**src/rtl/fetch_controller_if.sv**
```systemverilog
// Bundle between the fetch controller, the instruction memory and the decode
// stage. The controller takes the master side; memory/decode (or a bench)
// take the slave side.
interface fetch_controller_if #(
  parameter int ADDR_WIDTH = 6
);
  logic [ADDR_WIDTH-1:0] imem_address;
  logic [31:0]           imem_instruction;
  logic [31:0]           if_instruction;
  logic [ADDR_WIDTH-1:0] if_pc;
  logic                  if_valid;
  logic                  if_ready;
  logic                  redirect_valid;
  logic [ADDR_WIDTH-1:0] redirect_pc;
  logic                  halt;
  logic                  halted;

  modport master (
    output imem_address,
    input  imem_instruction,
    output if_instruction,
    output if_pc,
    output if_valid,
    input  if_ready,
    input  redirect_valid,
    input  redirect_pc,
    input  halt,
    output halted
  );

  modport slave (
    input  imem_address,
    output imem_instruction,
    input  if_instruction,
    input  if_pc,
    input  if_valid,
    output if_ready,
    output redirect_valid,
    output redirect_pc,
    output halt,
    input  halted
  );
endinterface

```
**src/rtl/fetch_controller.sv**
```systemverilog
// Instruction fetch sequencer: owns the program counter, hides the one-cycle
// memory read latency behind a 2-entry skid FIFO and hands instructions to
// decode over valid/ready. Supports redirects (flush + restart) and halt.
module fetch_controller #(
  parameter int                    ADDR_WIDTH = 6,
  parameter logic [ADDR_WIDTH-1:0] RESET_PC   = '0
) (
  input  logic              clock,
  input  logic              reset,
  fetch_controller_if.master bus
);

  typedef enum logic {
    RUN  = 1'b0,
    HALT = 1'b1
  } state_t;

  state_t                state_q, state_d;
  logic [ADDR_WIDTH-1:0] fetch_pc_q, fetch_pc_d;
  logic [ADDR_WIDTH-1:0] req_pc_q, req_pc_d;
  logic                  inflight_q, inflight_d;
  logic [1:0]            count_q, count_d;
  logic [31:0]           head_instr_q, head_instr_d;
  logic [ADDR_WIDTH-1:0] head_pc_q, head_pc_d;
  logic [31:0]           tail_instr_q, tail_instr_d;
  logic [ADDR_WIDTH-1:0] tail_pc_q, tail_pc_d;

  logic                  deq;
  logic                  push;
  logic                  issue;
  logic [2:0]            occupancy;

  // Next-state logic: FSM, issue decision, FIFO push/pop and redirect flush.
  always_comb begin
    state_d      = state_q;
    fetch_pc_d   = fetch_pc_q;
    req_pc_d     = req_pc_q;
    inflight_d   = 1'b0;
    count_d      = count_q;
    head_instr_d = head_instr_q;
    head_pc_d    = head_pc_q;
    tail_instr_d = tail_instr_q;
    tail_pc_d    = tail_pc_q;

    deq  = (count_q != 2'd0) && bus.if_ready;
    push = inflight_q && !bus.redirect_valid;
    // Entries that will be held once this cycle's pop and pending push settle;
    // a new read may only start if its data is guaranteed a free slot.
    occupancy = {1'b0, count_q} - {2'b00, deq} + {2'b00, inflight_q};
    issue = (state_q == RUN) && !bus.halt && !bus.redirect_valid &&
            (occupancy < 3'd2);

    case (state_q)
      RUN:     if (bus.halt)  state_d = HALT;
      HALT:    if (!bus.halt) state_d = RUN;
      default: state_d = RUN;
    endcase

    if (bus.redirect_valid) begin
      count_d    = 2'd0;
      inflight_d = 1'b0;
      fetch_pc_d = bus.redirect_pc;
    end else begin
      inflight_d = issue;
      if (issue) begin
        req_pc_d   = fetch_pc_q;
        fetch_pc_d = fetch_pc_q + ADDR_WIDTH'(1);
      end

      case ({push, deq})
        2'b10: begin
          if (count_q == 2'd0) begin
            head_instr_d = bus.imem_instruction;
            head_pc_d    = req_pc_q;
          end else begin
            tail_instr_d = bus.imem_instruction;
            tail_pc_d    = req_pc_q;
          end
          count_d = count_q + 2'd1;
        end
        2'b01: begin
          head_instr_d = tail_instr_q;
          head_pc_d    = tail_pc_q;
          count_d      = count_q - 2'd1;
        end
        2'b11: begin
          if (count_q == 2'd1) begin
            head_instr_d = bus.imem_instruction;
            head_pc_d    = req_pc_q;
          end else begin
            head_instr_d = tail_instr_q;
            head_pc_d    = tail_pc_q;
            tail_instr_d = bus.imem_instruction;
            tail_pc_d    = req_pc_q;
          end
        end
        default: ;
      endcase
    end
  end

  // State register with synchronous reset.
  always_ff @(posedge clock) begin
    if (reset) begin
      state_q      <= RUN;
      fetch_pc_q   <= RESET_PC;
      req_pc_q     <= '0;
      inflight_q   <= 1'b0;
      count_q      <= 2'd0;
      head_instr_q <= '0;
      head_pc_q    <= '0;
      tail_instr_q <= '0;
      tail_pc_q    <= '0;
    end else begin
      state_q      <= state_d;
      fetch_pc_q   <= fetch_pc_d;
      req_pc_q     <= req_pc_d;
      inflight_q   <= inflight_d;
      count_q      <= count_d;
      head_instr_q <= head_instr_d;
      head_pc_q    <= head_pc_d;
      tail_instr_q <= tail_instr_d;
      tail_pc_q    <= tail_pc_d;
    end
  end

  // Outputs come straight from registers; head fields are masked when empty.
  always_comb begin
    bus.imem_address   = fetch_pc_q;
    bus.if_valid       = (count_q != 2'd0);
    bus.if_instruction = bus.if_valid ? head_instr_q : 32'h0;
    bus.if_pc          = bus.if_valid ? head_pc_q : '0;
    bus.halted         = (state_q == HALT) && !inflight_q;
  end

endmodule

```
**src/flat_wrapper.sv**
```systemverilog
// flat-port wrapper written by rule: the top's interface ports become plain ports
module fetch_controller_flat 
#(
  parameter int                    ADDR_WIDTH = 6,
  parameter logic [ADDR_WIDTH-1:0] RESET_PC   = '0
)
  (clock, reset, bus_imem_address, bus_imem_instruction, bus_if_instruction, bus_if_pc, bus_if_valid, bus_if_ready, bus_redirect_valid, bus_redirect_pc, bus_halt, bus_halted);
  fetch_controller_if #(.ADDR_WIDTH(ADDR_WIDTH)) bus_i ();
  input  logic clock;
  input  logic reset;
  output wire logic [$bits(bus_i.imem_address)-1:0] bus_imem_address;
  input wire logic [$bits(bus_i.imem_instruction)-1:0] bus_imem_instruction;
  output wire logic [$bits(bus_i.if_instruction)-1:0] bus_if_instruction;
  output wire logic [$bits(bus_i.if_pc)-1:0] bus_if_pc;
  output wire logic [$bits(bus_i.if_valid)-1:0] bus_if_valid;
  input wire logic [$bits(bus_i.if_ready)-1:0] bus_if_ready;
  input wire logic [$bits(bus_i.redirect_valid)-1:0] bus_redirect_valid;
  input wire logic [$bits(bus_i.redirect_pc)-1:0] bus_redirect_pc;
  input wire logic [$bits(bus_i.halt)-1:0] bus_halt;
  output wire logic [$bits(bus_i.halted)-1:0] bus_halted;
  assign bus_imem_address = bus_i.imem_address;
  assign bus_i.imem_instruction = bus_imem_instruction;
  assign bus_if_instruction = bus_i.if_instruction;
  assign bus_if_pc = bus_i.if_pc;
  assign bus_if_valid = bus_i.if_valid;
  assign bus_i.if_ready = bus_if_ready;
  assign bus_i.redirect_valid = bus_redirect_valid;
  assign bus_i.redirect_pc = bus_redirect_pc;
  assign bus_i.halt = bus_halt;
  assign bus_halted = bus_i.halted;
  fetch_controller #(.ADDR_WIDTH(ADDR_WIDTH), .RESET_PC(RESET_PC)) u_core (.clock(clock), .reset(reset), .bus(bus_i));
endmodule
```
**config.mk**
```make
export PLATFORM = sky130hd
export DESIGN_NAME = fetch_controller_flat
export DESIGN_NICKNAME = d
export VERILOG_FILES = /design/src/rtl/fetch_controller_if.sv /design/src/rtl/fetch_controller.sv /design/src/flat_wrapper.sv
export SDC_FILE = /design/constraint.sdc
export NUM_CORES = 1
export LEC_CHECK = 0
export ABC_AREA = 1
export CAP_MARGIN = 5
export CELL_PAD_IN_SITES_DETAIL_PLACEMENT = 1
export CELL_PAD_IN_SITES_GLOBAL_PLACEMENT = 2
export CORE_ASPECT_RATIO = 1.5
export CORE_MARGIN = 10
export CORE_UTILIZATION = 26
export CTS_BUF_LIST = sky130_fd_sc_hd__clkbuf_4
export DETAILED_ROUTE_END_ITERATION = 6
export PLACE_DENSITY = 0.76
export SETUP_SLACK_MARGIN = 0.3
export SLEW_MARGIN = 25
export SYNTH_ARGS = -nofsm -noshare
export SYNTH_HDL_FRONTEND = slang
export SYNTH_SLANG_ARGS = --single-unit
export TNS_END_PERCENT = 100
```
**constraint.sdc**
```tcl
create_clock -name clock -period 3.2 [get_ports clock]
set_input_delay 0.96 -clock clock [delete_from_list [all_inputs] [get_ports clock]]
set_output_delay 0.96 -clock clock [all_outputs]
set_load 0.05 [all_outputs]
```
==> results of run 1 <==
per-stage QoR:
stage / hold slack, ns / instance area (sq um)
after global placement: 0.461 / 5410
final: 0.488 / 5550
after detailed placement: 0.473 / 5420
after global routing: 0.506 / 5550
after CTS: 0.493 / 5540
after floorplan: 0.449 / 4400
sequential cells by signal, indices dropped and copies added, names as in the netlist:
register	cells
u_core.head_pc_q	6
u_core.tail_instr_q	32
u_core.inflight_q	1
u_core.head_instr_q	32
u_core.bus.imem_address	6
u_core.count_q	2
u_core.tail_pc_q	6
u_core.state_q	1
u_core.req_pc_q	6
path summary, 6_finish.rpt:
check                              from                          to  slack (ns)  cells past startpoint
max          u_core.bus.imem_address[3]         bus_imem_address[3]        0.41                      1
min             u_core.tail_instr_q[15]     u_core.head_instr_q[15]        0.49                      2
max reg2reg           u_core.count_q[1]  u_core.bus.imem_address[4]        0.54                     15
min reg2reg     u_core.tail_instr_q[15]     u_core.head_instr_q[15]        0.49                      2
layout make-up:
class	count	area [sq um]	share of cell area, %
multi-input combinational	432	2070	37.2
sequential	92	1840	33.2
clock inverter	5	30.0	0.541
inverter	81	309	5.57
timing repair buffer	106	962	17.3
antenna	1	2.50	0.0451
tap	210	263	4.73
clock buffer	10	75.1	1.35
layer usage:
metal | routed length (um) | up-vias
met2 | 7760 | 70
li1 | - | 2193
met4 | 221 | 0
met5 | 0 | -
met1 | 6150 | 2144
met3 | 512 | 12
repair_timing:
action	CTS	global route
resized for setup	4	3
pin swaps	1	0
cloned	1	0
endpoints found under the setup margin	45	46
where the power goes:
part / switching (mW) / internal [mW]
Sequential: 0.0304 / 1.20
Combinational: 0.191 / 0.129
Clock: 0.404 / 0.161
logic make-up (layout without fill, tap and decap cells):
family          count (synthesis)  in the layout  synth area share [%]
other cells                     0              1                     0
flops                          92             92                  42.1
xor+xnor                        4              4                 0.800
buf+inv                       123            202                  12.0
fa+ha+maj                       8              8                  2.46
compound gates                155            155                  17.9
simple gates                  264            265                  24.8
placed cells by master, fill, tap and decap left out, types with 5 or more instances in the layout:
cell and count:
o21ai_0 85, o21ai_1 12, nor2_1 154, dfxtp_1 91, a21oi_1 55, clkdlybuf4s50_1 48
nand3_1 45, nand2_1 54, ha_1 6, inv_1 74, buf_4 53, clkbuf_4 10
inv_2 5
synthesized netlist by cell type (2+ instances only):
cell        n
o21ai_1    11
buf_2      15
xor2_1      3
clkbuf_1   17
nor2_1    156
a21oi_1    55
buf_4       9
nand2_1    53
nor2_2      2
or2_2       2
o21ai_0    86
dfxtp_1    92
nand3_1    45
ha_1        7
inv_2       5
inv_1      75
==> results_dict.tcl, run 1 <==
set metrics [dict create \
    grtUsageMet3_pct 2.72 \
    overflow 0 \
    synth_area_leader_cell "dfxtp_1" \
    die_x_um 126 \
    dp_slack_ns -0.245 \
    grt_pass1_vias 4871 \
    ys_top_cells_by_area "dfxtp_1 42%, nor2_1 13%, o21ai_0 9.8%, inv_1 6.4%, a21oi_1 6.3%" \
    drive_gt1_share_pct 12.7 \
    startpoint_type "register" \
    start_util_pct 26.2 \
    port_buffers 88 \
    ioPinCount 89 \
    via_per_inst 4.72 \
    yosysTopAreaCellShare_pct 42.1 \
    num_vias 4419 \
    slew_violations 0 \
    drt_iter0_markers 168 \
    timing.setup.tns_ns 0 \
    core_area_sq_um 16700 \
    rsz0062_at_grt "no" \
    area.growth.synth_to_final_pct 26.8 \
    dp_cells 920 \
    rows 58 \
    place_congestion 0.767 \
    max-clock-path-buffers 2 \
    cts_buffers 9 \
    remaining_drc_errors 0 \
    post-route-util_pct 33.3 \
    ys_seq_area_share_pct 42.1 \
    nets 773 \
    critPathTopFamily "buffers and inverters" \
    synth_edf_count 0 \
    netlist_instances 646 \
    power.density_nw_per_um2 380 \
    instances_no_fill 937 \
    hold_class "reg -> reg" \
    crit_path_end_kind "output port" \
    ys_types 29 \
    async_reset_ff_share_pct 0 \
    path_max_fanout 7 \
    root_buffer "clkbuf_4" \
    syn_avg_cell_area_sq_um 6.78 \
    cts_tree "built" \
    die_area_sq_um 22500 \
    ant_nets 0 \
    grt_first_pass_wirelength_mm 24.1 \
    clock_sinks 92 \
    track_usage_pct 12.9 \
    setup_slack_ns 0.408 \
    synth.ff_latch_count 92 \
    htreeDepth 3 \
    min_period_ns 2.79 \
    outcome "completed" \
    die_y_um 179 \
    clk_latency_ns 0.45 \
    ys.flop_type "dfxtp_1" \
    crit_arrival_ns 1.83 \
    dp_hpwl_mm 9.95 \
    relSlewSlack_pct 45.0 \
    path_cells "clkdlybuf4s50_1" \
    wl_mm 14.6 \
    final_hold_viol_count 0 \
    tightest_slew_ns 0.824 \
    post_cts_buffers 0 \
    p_total_mw 2.11 \
    ir_drop_uv 155 \
    yosys_warnings 0 \
    slowest_stage "clkdlybuf4s50_1" \
    setup_viol_count_final 0 \
    wl_per_cell_um 15.6 \
    grt_busiest_layer "met2" \
    finClkSkew_ns 0.0162 \
    cts.hold.buffers_added 0 \
    p_leak_nw 2.27 \
    grt_max_degree 54 \
    grt_util_met1_pct 14.0 \
    antenna_found_initial 1 \
    critPathKind "reg -> out" \
    cts.clk_slew.worst_paths_ns 0.15 \
    finalCritPeriodShare_pct 87.2 \
    max_freq_mhz 358 \
    path_buf_inv 1 \
    slowest_delay_ns 0.87 \
    maxCapViolCount 0 \
    synthesis.nets 697 \
    syn_area_sq_um 4380 \
    grt_use_met2_pct 24.4 \
    worst_ep_required_time_ns 2.24 \
    nFillCells 2127 \
    dr.pass1.iters 4 \
]
(Power assumes the default switching activity.)
==> run 2: changes to the inputs <==
SETUP_SLACK_MARGIN = default   (was 0.3)
==> results_dict.tcl, run 2 (same netlist as run 1, synthesis figures left out) <==
set metrics [dict create \
    worst_ep_required_time_ns 3.57 \
    port_buffers 88 \
    finalCritPeriodShare_pct 94.9 \
    area.growth.synth_to_final_pct 27.7 \
    final_cell_mix "156 x nor2_1, 92 x dfxtp_1, 86 x o21ai_0, 75 x inv_1, 55 x a21oi_1" \
    overflow 0 \
    outcome "completed" \
    place_congestion 0.821 \
    die_x_um 126 \
    start_util_pct 26.2 \
    post_cts_buffers 0 \
    max_freq_mhz 329 \
    final_cell_area_sq_um 5590 \
    final_hold_viol_count 0 \
    maxCapViolCount 0 \
    slew_violations 0 \
    startpoint_type "input port" \
    slowest_delay_ns 0.51 \
    grt_first_pass_wirelength_mm 23.9 \
    instances_no_fill 938 \
    via_per_inst 4.71 \
    num_vias 4422 \
    crit_path_end_kind "register" \
    grt_pass1_vias 4819 \
    final_common_cell "nor2_1" \
    slowest_stage "clkdlybuf4s50_1" \
    rows 58 \
    top_regs "u_core.head_instr_q (32), u_core.tail_instr_q (32)" \
    place_area_sq_um 5430 \
    post-route-util_pct 33.5 \
    nets 773 \
    cts_tree "built" \
    root_buffer "clkbuf_4" \
    wl_per_cell_um 15.6 \
    path_buf_inv 2 \
    setup_viol_count_final 0 \
    die_y_um 179 \
    dp_cells 921 \
    ioPinCount 89 \
    dp_hpwl_mm 10.0 \
    max-clock-path-buffers 2 \
    path_max_fanout 14 \
    dp_slack_ns -0.344 \
    ir_drop_uv 154 \
    timing.setup.tns_ns 0 \
    hold_ws_ns 0.479 \
    crit_arrival_ns 3.40 \
    rsz0062_at_grt "no" \
    clock_sinks 92 \
    remaining_drc_errors 0 \
    path_cells "clkdlybuf4s50_1, nand2_4, inv_1, ha_1, or2_2, fa_1, nand2_1, nor2_1, nand2_2, nand2_1, nor2_1, nor3_1" \
    critPathKind "in -> reg" \
    p_total_mw 2.30 \
    relSlewSlack_pct 48.3 \
    cts.hold.buffers_added 0 \
    critPathTopFamily "simple AND/OR/NAND/NOR gates" \
    drt_iter0_markers 178 \
    clk_latency_ns 0.46 \
    core_area_sq_um 16700 \
    p_leak_nw 2.31 \
    min_period_ns 3.04 \
    track_usage_pct 12.9 \
    cts_resized 0 \
    tightest_slew_ns 0.775 \
    htreeDepth 3 \
    grt_max_degree 41 \
    cts_buffers 9 \
    ant_nets 0 \
    power.density_nw_per_um2 412 \
    drive_gt1_share_pct 12.5 \
    wl_mm 14.6 \
    dr.pass1.iters 4 \
    antenna_found_initial 1 \
    die_area_sq_um 22500 \
    finClkSkew_ns 0.0278 \
    cts.clk_slew.worst_paths_ns 0.15 \
    setup_slack_ns 0.163 \
    hold_class "reg -> reg" \
]
## run 2: final timing paths
path,slack (ns),cells after the start,end,start
max,0.16,12,u_core.bus.imem_address[0],bus_if_ready
min,0.48,2,u_core.tail_pc_q[0],u_core.req_pc_q[0]
max reg2reg,0.34,14,u_core.bus.imem_address[0],u_core.count_q[1]
min reg2reg,0.48,2,u_core.tail_pc_q[0],u_core.req_pc_q[0]
## run 2: metal layers
layer  global-route usage, %  part of all wire [%]
met5                       0                     0
met4                    4.61                   1.9
met3                    2.63                   3.6
met2                    24.3                    53
met1                    13.8                    42
## run 2: power by group
group	switching [mW]	internal, mW
Combinational	0.189	0.131
Clock	0.429	0.326
Sequential	0.0306	1.20
Total	0.648	1.65
## run 2: layout make-up
type                    count  area (sq um)
fillers                  2121         11100
multi-input cells         431          2040
flip-flops and latches     92          1840
repair buffers            107           976
inverters                  81           307
well taps                 210           263
clock inverters             6          86.3
clock buffers              10          75.1
diodes                      1          2.50
## run 2: worst register-to-register path, cell delays in order, from the launching register on
cell,delay (ns)
dfxtp_1,0.44
inv_1,0.15
ha_2,0.21
inv_2,0.08
nand2_4,0.05
inv_1,0.07
ha_1,0.22
or2_2,0.31
fa_1,0.51
nand2_1,0.06
nor2_1,0.14
nand2_2,0.20
nand2_1,0.17
nor2_1,0.06
nor3_1,0.14
==> run 3: changes to the inputs <==
CORE_UTILIZATION = 31   (was 26)
PLACE_DENSITY = 0.85   (was 0.76)
clock period = 3.87 ns   (was 3.2 ns; I/O delays follow)
==> results_dict.tcl, run 3 (same netlist as run 1, synthesis figures left out) <==
set metrics [dict create \
    outcome "completed" \
    grtUsageMet3_pct 2.46 \
    wl_per_cell_um 15.7 \
    area.growth.synth_to_final_pct 26.5 \
    max_freq_mhz 273 \
    cts.clk_slew.worst_paths_ns 0.15 \
    power.density_nw_per_um2 336 \
    final_cell_area_sq_um 5540 \
    worst_ep_required_time_ns 2.71 \
    relSlewSlack_pct 45.9 \
    grt_pass1_vias 4692 \
    multiInputGateArea_sq_um 2040 \
    crit_arrival_ns 2.50 \
    hold_ws_ns 0.477 \
    die_x_um 117 \
    nFillCells 1785 \
    startpoint_type "register" \
    clk_latency_ns 0.44 \
    grt_max_degree 63 \
    tightest_slew_ns 0.811 \
    drt_iter0_markers 180 \
    r2r_slack_ns 0.66 \
    dp_slack_ns 0.108 \
    top_regs "u_core.head_instr_q (32), u_core.tail_instr_q (32)" \
    path_buf_inv 3 \
    crit-reg2reg-launch "u_core.count_q[1]" \
    port_buffers 88 \
    path_max_fanout 20 \
    die_area_sq_um 19400 \
    dr.pass1.iters 4 \
    slew_violations 0 \
    whs_endpoint "u_core.tail_pc_q[1]" \
    grt_first_pass_wirelength_mm 22.9 \
    die_y_um 166 \
    nets 765 \
    cts_buffers 9 \
    grt_busiest_layer "met2" \
    path_cells "inv_1, ha_2, buf_4, nor2_1, clkdlybuf4s50_1" \
    p_leak_nw 2.17 \
    finClkSkew_ns 0.0177 \
    final_cell_mix "156 x nor2_1, 92 x dfxtp_1, 88 x clkdlybuf4s50_1, 86 x o21ai_0, 75 x inv_1" \
    min_period_ns 3.66 \
    max-clock-path-buffers 2 \
    cts_tree "built" \
    slowest_delay_ns 0.84 \
    start_util_pct 31.4 \
    crit_path_end_kind "output port" \
    reg2reg_depth 16 \
    maxCapViolCount 0 \
    drive_gt1_share_pct 5.85 \
    rows 53 \
    final_hold_viol_count 0 \
    ir_drop_uv 173 \
    antenna_found_initial 1 \
    final_common_cell "nor2_1" \
    timing.setup.tns_ns 0 \
    place_area_sq_um 5380 \
    min-delay-start "u_core.req_pc_q[1]" \
    ant_nets 0 \
    root_buffer "clkbuf_4" \
    ioPinCount 89 \
    setup_viol_count_final 0 \
    ff_latch_area_sq_um 1840 \
    remaining_drc_errors 0 \
    cts.hold.buffers_added 0 \
    slowest_stage "clkdlybuf4s50_1" \
    track_usage_pct 14.7 \
    wl_mm 13.9 \
    finalCritPeriodShare_pct 94.6 \
    grt_use_met2_pct 27.3 \
    core_area_sq_um 13900 \
    r2r_end "u_core.bus.imem_address[4]" \
    htreeDepth 3 \
    place_congestion 0.760 \
    hold_path_depth 2 \
    clock_sinks 92 \
    hold_class "reg -> reg" \
    via_per_inst 4.92 \
    rsz0062_at_grt "no" \
    num_vias 4352 \
    cts_resized 0 \
    critPathKind "reg -> out" \
    dp_hpwl_mm 9.51 \
    overflow 0 \
    post_cts_buffers 0 \
    critPathTopFamily "buffers and inverters" \
    grt_util_met1_pct 16.4 \
    setup_slack_ns 0.211 \
]
[run 3: cell count changes in the layout (fill, tap and decap cells not counted), sizes merged]
cell           before  now
clkinv              2    4
clkdlybuf4s50      49   88
clkinvlp            1    0
inv                82   80
buf                58   11
[run 3: per-stage QoR]
step | utilization [%] | power [mW] | instances
after floorplan | - | 1.18 | 646
after global placement | 38.6 | 1.28 | 868
after detailed placement | 38.6 | 1.29 | 868
after CTS | 39.7 | 1.89 | 883
after global routing | 39.8 | 1.96 | 884
final | 39.8 | 1.86 | 884
[run 3: power by group]
group          leakage [nW]  switching [mW]  internal (mW)
registers             0.748          0.0249          0.988
clock network        0.0839           0.330          0.265
logic                  1.34           0.153          0.103
[run 3: cell type report]
type	count	share of cell area [%]
Multi-Input combinational cell	431	36.8
Sequential cell	92	33.3
Timing Repair Buffer	99	17.8
Inverter	81	5.56
Tap cell	165	3.73
Clock inverter	5	1.40
Clock buffer	10	1.36
Antenna cell	1	0.0452
[run 3: worst max path at each step]
stage | from | to | slack, ns | depth (start not counted)
3_5_place_dp | bus_if_ready | u_core.bus.imem_address[4] | 0.11 | 13
2_1_floorplan | bus_if_ready | u_core.req_pc_q[3] | 0.59 | 12
5_1_grt | u_core.count_q[1] | bus_if_instruction[0] | 0.04 | 5
6_report | u_core.count_q[1] | bus_if_instruction[0] | 0.21 | 5
3_3_place_gp | bus_if_ready | u_core.bus.imem_address[4] | 0.20 | 13
4_1_cts | u_core.count_q[1] | bus_if_instruction[0] | 0.10 | 5
[run 3: layer usage]
| layer | wire (um) | vias up |
|---|---|---|
| li1 | - | 2175 |
| met1 | 5830 | 2102 |
| met2 | 7330 | 63 |
| met3 | 518 | 12 |
| met4 | 192 | 0 |
| met5 | 0 | - |
[run 3: worst register-to-register path: cells and delay by family (launching register included)]
family	cells	cell delay (ns)
buffers and inverters	4	0.57
flip-flops	1	0.38
AND/OR/NAND/NOR	9	1.13
adder cells (fa/ha/maj)	3	1.00
